**config.mk**
```make
export PLATFORM = sky130hd
export DESIGN_NAME = or1200_sha3_cust5_ctrl
export DESIGN_NICKNAME = d
export VERILOG_FILES = /design/src/rtl/or1200_sha3_pkg.sv /design/src/rtl/or1200_sha3_pad.sv /design/src/rtl/or1200_sha3_cust5_ctrl.sv
export SDC_FILE = /design/constraint.sdc
export NUM_CORES = 2
export LEC_CHECK = 0
export CAP_MARGIN = 15
export CORE_AREA = 10 10 451 453
export CTS_CLUSTER_SIZE = 12
export DETAILED_ROUTE_END_ITERATION = 6
export DIE_AREA = 0 0 461 463
export GPL_ROUTABILITY_DRIVEN = 1
export SLEW_MARGIN = 20
export SYNTH_ARGS = -nofsm -noshare
export SYNTH_HDL_FRONTEND = slang
export SYNTH_SLANG_ARGS = --single-unit
```
**constraint.sdc**
```tcl
create_clock -name clk -period 8.1 [get_ports clk]
set_input_delay 1.62 -clock clk [delete_from_list [all_inputs] [get_ports clk]]
set_output_delay 1.62 -clock clk [all_outputs]
set_load 0.02 [all_outputs]
```
**src/rtl/or1200_sha3_pkg.sv**
```systemverilog
// Shared constants, opcodes and state encoding for the OR1200 l.cust5 SHA3-512 sequencer.
package or1200_sha3_pkg;

    localparam int unsigned RATE_WORDS  = 18;
    localparam int unsigned RATE_BITS   = RATE_WORDS * 32;
    localparam int unsigned DIGEST_BITS = 512;
    localparam int unsigned CNT_W       = 5;
    localparam int unsigned DSEL_W      = 4;

    localparam logic [4:0] OP_HEAD   = 5'b00100;
    localparam logic [4:0] OP_ABSORB = 5'b00010;
    localparam logic [4:0] OP_TAIL   = 5'b00001;
    localparam logic [4:0] OP_STORE  = 5'b01000;

    localparam logic [7:0] PAD_DOMAIN = 8'h06;
    localparam logic [7:0] PAD_END    = 8'h80;

    typedef enum logic [1:0] {
        ST_IDLE   = 2'd0,
        ST_ABSORB = 2'd1,
        ST_PERM   = 2'd2,
        ST_DIGEST = 2'd3
    } state_e;

    // operand_a[31:24] is the first message byte, which lands in the lowest block byte lane.
    function automatic logic [31:0] word_lanes(input logic [31:0] w);
        return {w[7:0], w[15:8], w[23:16], w[31:24]};
    endfunction

endpackage

```
**src/rtl/or1200_sha3_pad.sv**
```systemverilog
// Builds the final-word contribution of a SHA3 rate block: partial bytes, 0x06 domain byte and 0x80 end bit.
module or1200_sha3_pad
    import or1200_sha3_pkg::*;
(
    input  logic [CNT_W-1:0]     count_i,
    input  logic [1:0]           nbytes_i,
    input  logic [31:0]          word_i,
    output logic [RATE_BITS-1:0] block_o
);

    logic [31:0] keep_mask;
    logic [31:0] tail_word;

    always_comb begin
        case (nbytes_i)
            2'd0:    keep_mask = 32'h0000_0000;
            2'd1:    keep_mask = 32'h0000_00ff;
            2'd2:    keep_mask = 32'h0000_ffff;
            default: keep_mask = 32'h00ff_ffff;
        endcase
    end

    assign tail_word = (word_lanes(word_i) & keep_mask) | (32'(PAD_DOMAIN) << {nbytes_i, 3'b000});

    // Bytes above the pad word stay zero; the end bit may merge with the domain byte into 0x86.
    always_comb begin
        block_o = RATE_BITS'(tail_word) << {count_i, 5'b00000};
        block_o[RATE_BITS-1 -: 8] = block_o[RATE_BITS-1 -: 8] | PAD_END;
    end

endmodule

```
**src/rtl/or1200_sha3_cust5_ctrl.sv**
```systemverilog
// l.cust5 sequencer feeding a Keccak-f[1600] core for SHA3-512.
// Optional permutation watchdog: define OR1200_SHA3_TIMEOUT_EN.
module or1200_sha3_cust5_ctrl
    import or1200_sha3_pkg::*;
(
    input  logic                   clk,
    input  logic                   rst,
    input  logic                   cust5_valid,
    input  logic [4:0]             cust5_op,
    input  logic [5:0]             cust5_limm,
    input  logic [31:0]            operand_a,
    output logic [31:0]            result,
    output logic                   stall,
    output logic                   perm_start,
    output logic                   perm_init,
    output logic [RATE_BITS-1:0]   perm_block,
    input  logic                   perm_done,
    input  logic [DIGEST_BITS-1:0] digest_in,
    output logic                   err
);

    state_e                 state_q, state_d;
    logic [CNT_W-1:0]       count_q, count_d;
    logic [RATE_BITS-1:0]   buf_q, buf_d;
    logic [DIGEST_BITS-1:0] digest_q, digest_d;
    logic                   init_pend_q, init_pend_d;
    logic                   last_q, last_d;
    logic                   dvalid_q, dvalid_d;
    logic                   err_q, err_d;
    logic                   start_q, start_d;
    logic                   pinit_q, pinit_d;
    logic                   stall_q, stall_d;

    logic                   is_head, is_absorb, is_tail, is_store, is_cmd;
    logic [RATE_BITS-1:0]   pad_block;
    logic                   unused_limm;

`ifdef OR1200_SHA3_TIMEOUT_EN
    localparam int unsigned TIMEOUT = 255;
    localparam int unsigned WD_W    = 8;
    logic [WD_W-1:0] wd_q, wd_d;

    assign wd_d = (state_q == ST_PERM) ? wd_q + WD_W'(1) : '0;
`endif

    assign is_head   = cust5_valid && (cust5_op == OP_HEAD);
    assign is_absorb = cust5_valid && (cust5_op == OP_ABSORB);
    assign is_tail   = cust5_valid && (cust5_op == OP_TAIL);
    assign is_store  = cust5_valid && (cust5_op == OP_STORE);
    assign is_cmd    = is_head || is_absorb || is_tail || is_store;

    assign unused_limm = ^cust5_limm[5:4];

    or1200_sha3_pad u_pad (
        .count_i  (count_q),
        .nbytes_i (cust5_limm[1:0]),
        .word_i   (operand_a),
        .block_o  (pad_block)
    );

    // Next-state and command handling.
    always_comb begin
        state_d     = state_q;
        count_d     = count_q;
        buf_d       = buf_q;
        digest_d    = digest_q;
        init_pend_d = init_pend_q;
        last_d      = last_q;
        dvalid_d    = dvalid_q;
        err_d       = err_q;
        start_d     = 1'b0;
        pinit_d     = 1'b0;

        case (state_q)
            ST_PERM: begin
                if (is_cmd) err_d = 1'b1;
                if (perm_done) begin
                    last_d = 1'b0;
                    if (last_q) begin
                        digest_d = digest_in;
                        dvalid_d = 1'b1;
                        state_d  = ST_DIGEST;
                    end else begin
                        buf_d   = '0;
                        count_d = '0;
                        state_d = ST_ABSORB;
                    end
                end
`ifdef OR1200_SHA3_TIMEOUT_EN
                else if (wd_q == WD_W'(TIMEOUT - 1)) begin
                    state_d  = ST_IDLE;
                    err_d    = 1'b1;
                    dvalid_d = 1'b0;
                    last_d   = 1'b0;
                end
`endif
            end
            default: begin
                if (is_head) begin
                    buf_d       = RATE_BITS'(word_lanes(operand_a));
                    count_d     = CNT_W'(1);
                    init_pend_d = 1'b1;
                    dvalid_d    = 1'b0;
                    last_d      = 1'b0;
                    err_d       = 1'b0;
                    state_d     = ST_ABSORB;
                end else if (is_absorb || is_tail) begin
                    if (state_q != ST_ABSORB) begin
                        err_d = 1'b1;
                    end else if (is_tail) begin
                        // Words above count are already zero, so OR-ing the pad block is enough.
                        buf_d       = buf_q | pad_block;
                        last_d      = 1'b1;
                        state_d     = ST_PERM;
                        start_d     = 1'b1;
                        pinit_d     = init_pend_q;
                        init_pend_d = 1'b0;
                    end else begin
                        buf_d   = buf_q | (RATE_BITS'(word_lanes(operand_a)) << {count_q, 5'b00000});
                        count_d = count_q + CNT_W'(1);
                        if (count_q == CNT_W'(RATE_WORDS - 1)) begin
                            state_d     = ST_PERM;
                            start_d     = 1'b1;
                            pinit_d     = init_pend_q;
                            init_pend_d = 1'b0;
                        end
                    end
                end
                if (is_store && !dvalid_q) err_d = 1'b1;
                if (perm_done) err_d = 1'b1;
            end
        endcase

        stall_d = (state_d == ST_PERM);
    end

    always_ff @(posedge clk) begin
        if (rst) begin
            state_q     <= ST_IDLE;
            count_q     <= '0;
            buf_q       <= '0;
            digest_q    <= '0;
            init_pend_q <= 1'b0;
            last_q      <= 1'b0;
            dvalid_q    <= 1'b0;
            err_q       <= 1'b0;
            start_q     <= 1'b0;
            pinit_q     <= 1'b0;
            stall_q     <= 1'b0;
`ifdef OR1200_SHA3_TIMEOUT_EN
            wd_q        <= '0;
`endif
        end else begin
            state_q     <= state_d;
            count_q     <= count_d;
            buf_q       <= buf_d;
            digest_q    <= digest_d;
            init_pend_q <= init_pend_d;
            last_q      <= last_d;
            dvalid_q    <= dvalid_d;
            err_q       <= err_d;
            start_q     <= start_d;
            pinit_q     <= pinit_d;
            stall_q     <= stall_d;
`ifdef OR1200_SHA3_TIMEOUT_EN
            wd_q        <= wd_d;
`endif
        end
    end

    assign result     = dvalid_q ? 32'(digest_q >> {cust5_limm[DSEL_W-1:0], 5'b00000}) : 32'h0;
    assign stall      = stall_q;
    assign perm_start = start_q;
    assign perm_init  = pinit_q;
    assign perm_block = buf_q;
    assign err        = err_q;

endmodule

```
==> results.ini <==
[global_routing]
grt_overflow_total = 0
grt_max_degree = 226
grt_pass1_wl_um = 304900
antenna_found_initial = 78
grt.total_usage_pct = 19.93
grt_pass1_vias = 38814

[cts]
clockBufferDepth = 3
post_cts_resized = 0
cts_hold_buf = 0
cts_max_level = 4
cts-root-buf = clkbuf_16
post_cts_buffers = 0
clock-sinks = 1102
clk_pin_slew_ns = 0.06
cts_buffers = 130
clk_latency_ns = 0.78
cts_tree = yes

[floorplan]
rows = 162
initial_core_util_pct = 21.29
core_area_um2 = 194200
die_area_um2 = 213400
die_h_um = 463
chipWidth_um = 461
pin_count = 1171

[routing]
drcViolationCount = 0
firstDrtPassIters = 5
wl_per_cell_um = 27.24
vias_per_cell = 4.746
finalWirelength_um = 223700
vias = 38975
postRouteAntennaNets = 0
drtIter0Drc = 3755

[logic_synthesis]
synth_top_cell_area_share_pct = 53.35
ys.flop_type = dfxtp_1
synth_top_cell_by_area = dfxtp_1
synth_area_leaders = dfxtp_1 53%, nand2_1 12%, mux4_2 8.7%
synthArstFlopShare_pct = 0
synthesis.instances = 4538
synth_area_um2 = 41350
ys_ff_latch = 1102
synth_seq_area_share_pct = 53.35
syn-num-nets = 5099
syn_area_per_cell_um2 = 9.112
synth_warnings = 0
synth_cell_types = 67
synth-edff-count = 0

[critical_path]
start_kind = input port
r2r_start = state_q[1]$_SDFF_PP0_
slowest_stage = clkdlybuf4s50_1
crit_path_end_kind = output port
crit_family = multiplexers
rrSetupSlack_ns = 4.39
r2r_cells = 5
path_cells = buf_8 > mux4_2 > mux4_2 > and2_1 > clkdlybuf4s50_1
max_stage_delay_ns = 0.81
worstPathRequired_ns = 6.48
path_buf_inv = 2
crit_path_end = result[24]
startpoint = cust5_limm[0]
arrival_ns = 4.65
cp.depth = 5
timing.rr.end = perm_block[450]$_SDFFE_PP0P_
crit_top_cell = mux4_2
crit_path_max_fanout = 55
crit_type = in -> out

[sta]
worst_pin_slew_ns = 1.305
drv_slew = 0
post-route-min-period_ns = 6.267
hold_viol_final = 0
report.final.setup_viol = 0
clock_skew_ns = 0.03368
tns_ns = 0
rsz0062_at_grt = false
fmax_mhz = 159.6
slew_headroom_pct = 12.71
period_share_pct = 77.38
whs_ns = 0.4422

[cells_and_area]
layout.nets = 6117
synthToLayoutAreaGrowth_pct = 44.61
drive_above_1_share_pct = 8.772

[placed_design]
gp_congestion = 0.8521
port_buffers = 1168
hpwl_um = 174600

[outcome]
outcome = finished, final reports clean

[pwr]
ir_drop_uv = 180.9
power.density_nw_per_um2 = 200.6
leakage_nw = 19.86

[run]
maxCapViolations = 0

[worst_hold_path]
hp-class = reg -> reg

## synth_stat cells, types with 10 or more instances
master	count
a21oi_1	601
buf_2	80
a22oi_1	10
a211oi_1	10
clkbuf_1	242
buf_1	16
nand3_1	21
mux4_2	160
nor2_1	175
o21ai_0	230
o21ai_1	37
a31oi_1	64
nand2_1	1374
o31ai_1	11
dfxtp_1	1102
buf_6	18
and2_1	36
a41oi_1	13
a22o_1	161
nor3_1	22
## registers in the layout (all words and copies together), names as in the netlist, 2 cells and up
name and flops:
digest_q 512, count_q 5, state_q 2, perm_block 576
## routing by layer
metal	global-route usage, %	up-vias	part of all wire, %
li1	-	17711	-
met1	21.16	19067	36
met2	35.24	1702	51
met3	5.928	447	8.0
met4	10.70	48	5.2
met5	0	-	0.14
## final cells by class
type / instances / area [µm²]
diodes: 27 / 67.56
clock buffers: 179 / 3647
clock inverters: 40 / 633.1
fillers: 20323 / 134400
inverters: 7 / 26.28
multi-input cells: 3068 / 17770
flip-flops and latches: 1102 / 22060
well taps: 2542 / 3181
repair buffers: 1247 / 12410
## logic make-up after synthesis
logic type	after synthesis	share of synthesized area (%)
and+or+nand+nor	1703	16.59
muxes	166	8.875
DFF	1102	53.35
buffers and inverters	368	3.955
adders and majority gates	2	0.06051
AOI/OAI and AO/OA	1195	17.12
xor gates and xnor gates	2	0.04237
## placed cells by master, fill, tap and decap left out, types with 7 or more instances in the layout
cell type        count
clkbuf_8            22
o21ai_0            229
clkinv_16            7
inv_6                7
nor3_1              21
o21ai_1             38
nand4_1              7
o21a_1               8
a21oi_1            596
or3_1                7
inv_1                7
nand3_1             19
nor2_1             173
nand2b_1             9
dfxtp_1           1101
buf_4               70
nor3_2              10
nand2_1           1374
a22o_1             161
nor2b_1              7
mux4_2             160
clkinv_2            10
clkbuf_16          130
clkbuf_1            28
a21oi_2              9
a41oi_1             13
clkdlybuf4s50_1   1163
o31ai_1             11
diode_2             27
a22oi_1             10
a31oi_1             64
buf_12               9
a211oi_1             9
a32o_1               9
and2_1              36
## report_power, final
group	internal (mW)	switching (mW)	total, mW
Sequential	5.42	0.00153	5.42
Combinational	0.301	0.357	0.657
Clock	3.39	2.53	5.91
## worst register-to-register path: cells and delay by family, from the launching register on
family / cells / cell delay, ns
and+or+nand+nor: 3 / 2.12
AOI/OAI and AO/OA: 2 / 1.08
DFF: 1 / 0.48
## worst min path at each step
stage	start	endpoint	slack [ns]	cells after the start
global route	perm_block[520]$_SDFFE_PP0P_	perm_block[520]$_SDFFE_PP0P_	0.47	2
floorplan	init_pend_q$_SDFFE_PP0P_	perm_init$_SDFF_PP0_	0.43	1
CTS	perm_block[523]$_SDFFE_PP0P_	perm_block[523]$_SDFFE_PP0P_	0.45	2
detailed placement	perm_block[523]$_SDFFE_PP0P_	perm_block[523]$_SDFFE_PP0P_	0.44	2
global placement	perm_block[463]$_SDFFE_PP0P_	perm_block[463]$_SDFFE_PP0P_	0.43	2
finish	perm_block[523]$_SDFFE_PP0P_	perm_block[523]$_SDFFE_PP0P_	0.44	2
## per-stage QoR
step	instance area [µm²]	worst slack [ns]	cells	utilization, %	total power, mW
after floorplan	41350	2.919	4538	-	5.755
after global placement	55420	1.647	7966	28.54	6.198
after detailed placement	55430	1.646	7966	28.55	6.200
after CTS	59710	1.641	8185	30.75	12.13
after global routing	59790	1.664	8210	30.79	12.37
final	59790	1.833	8212	30.79	11.99
Note: power is estimated with default switching activity, not from simulation.
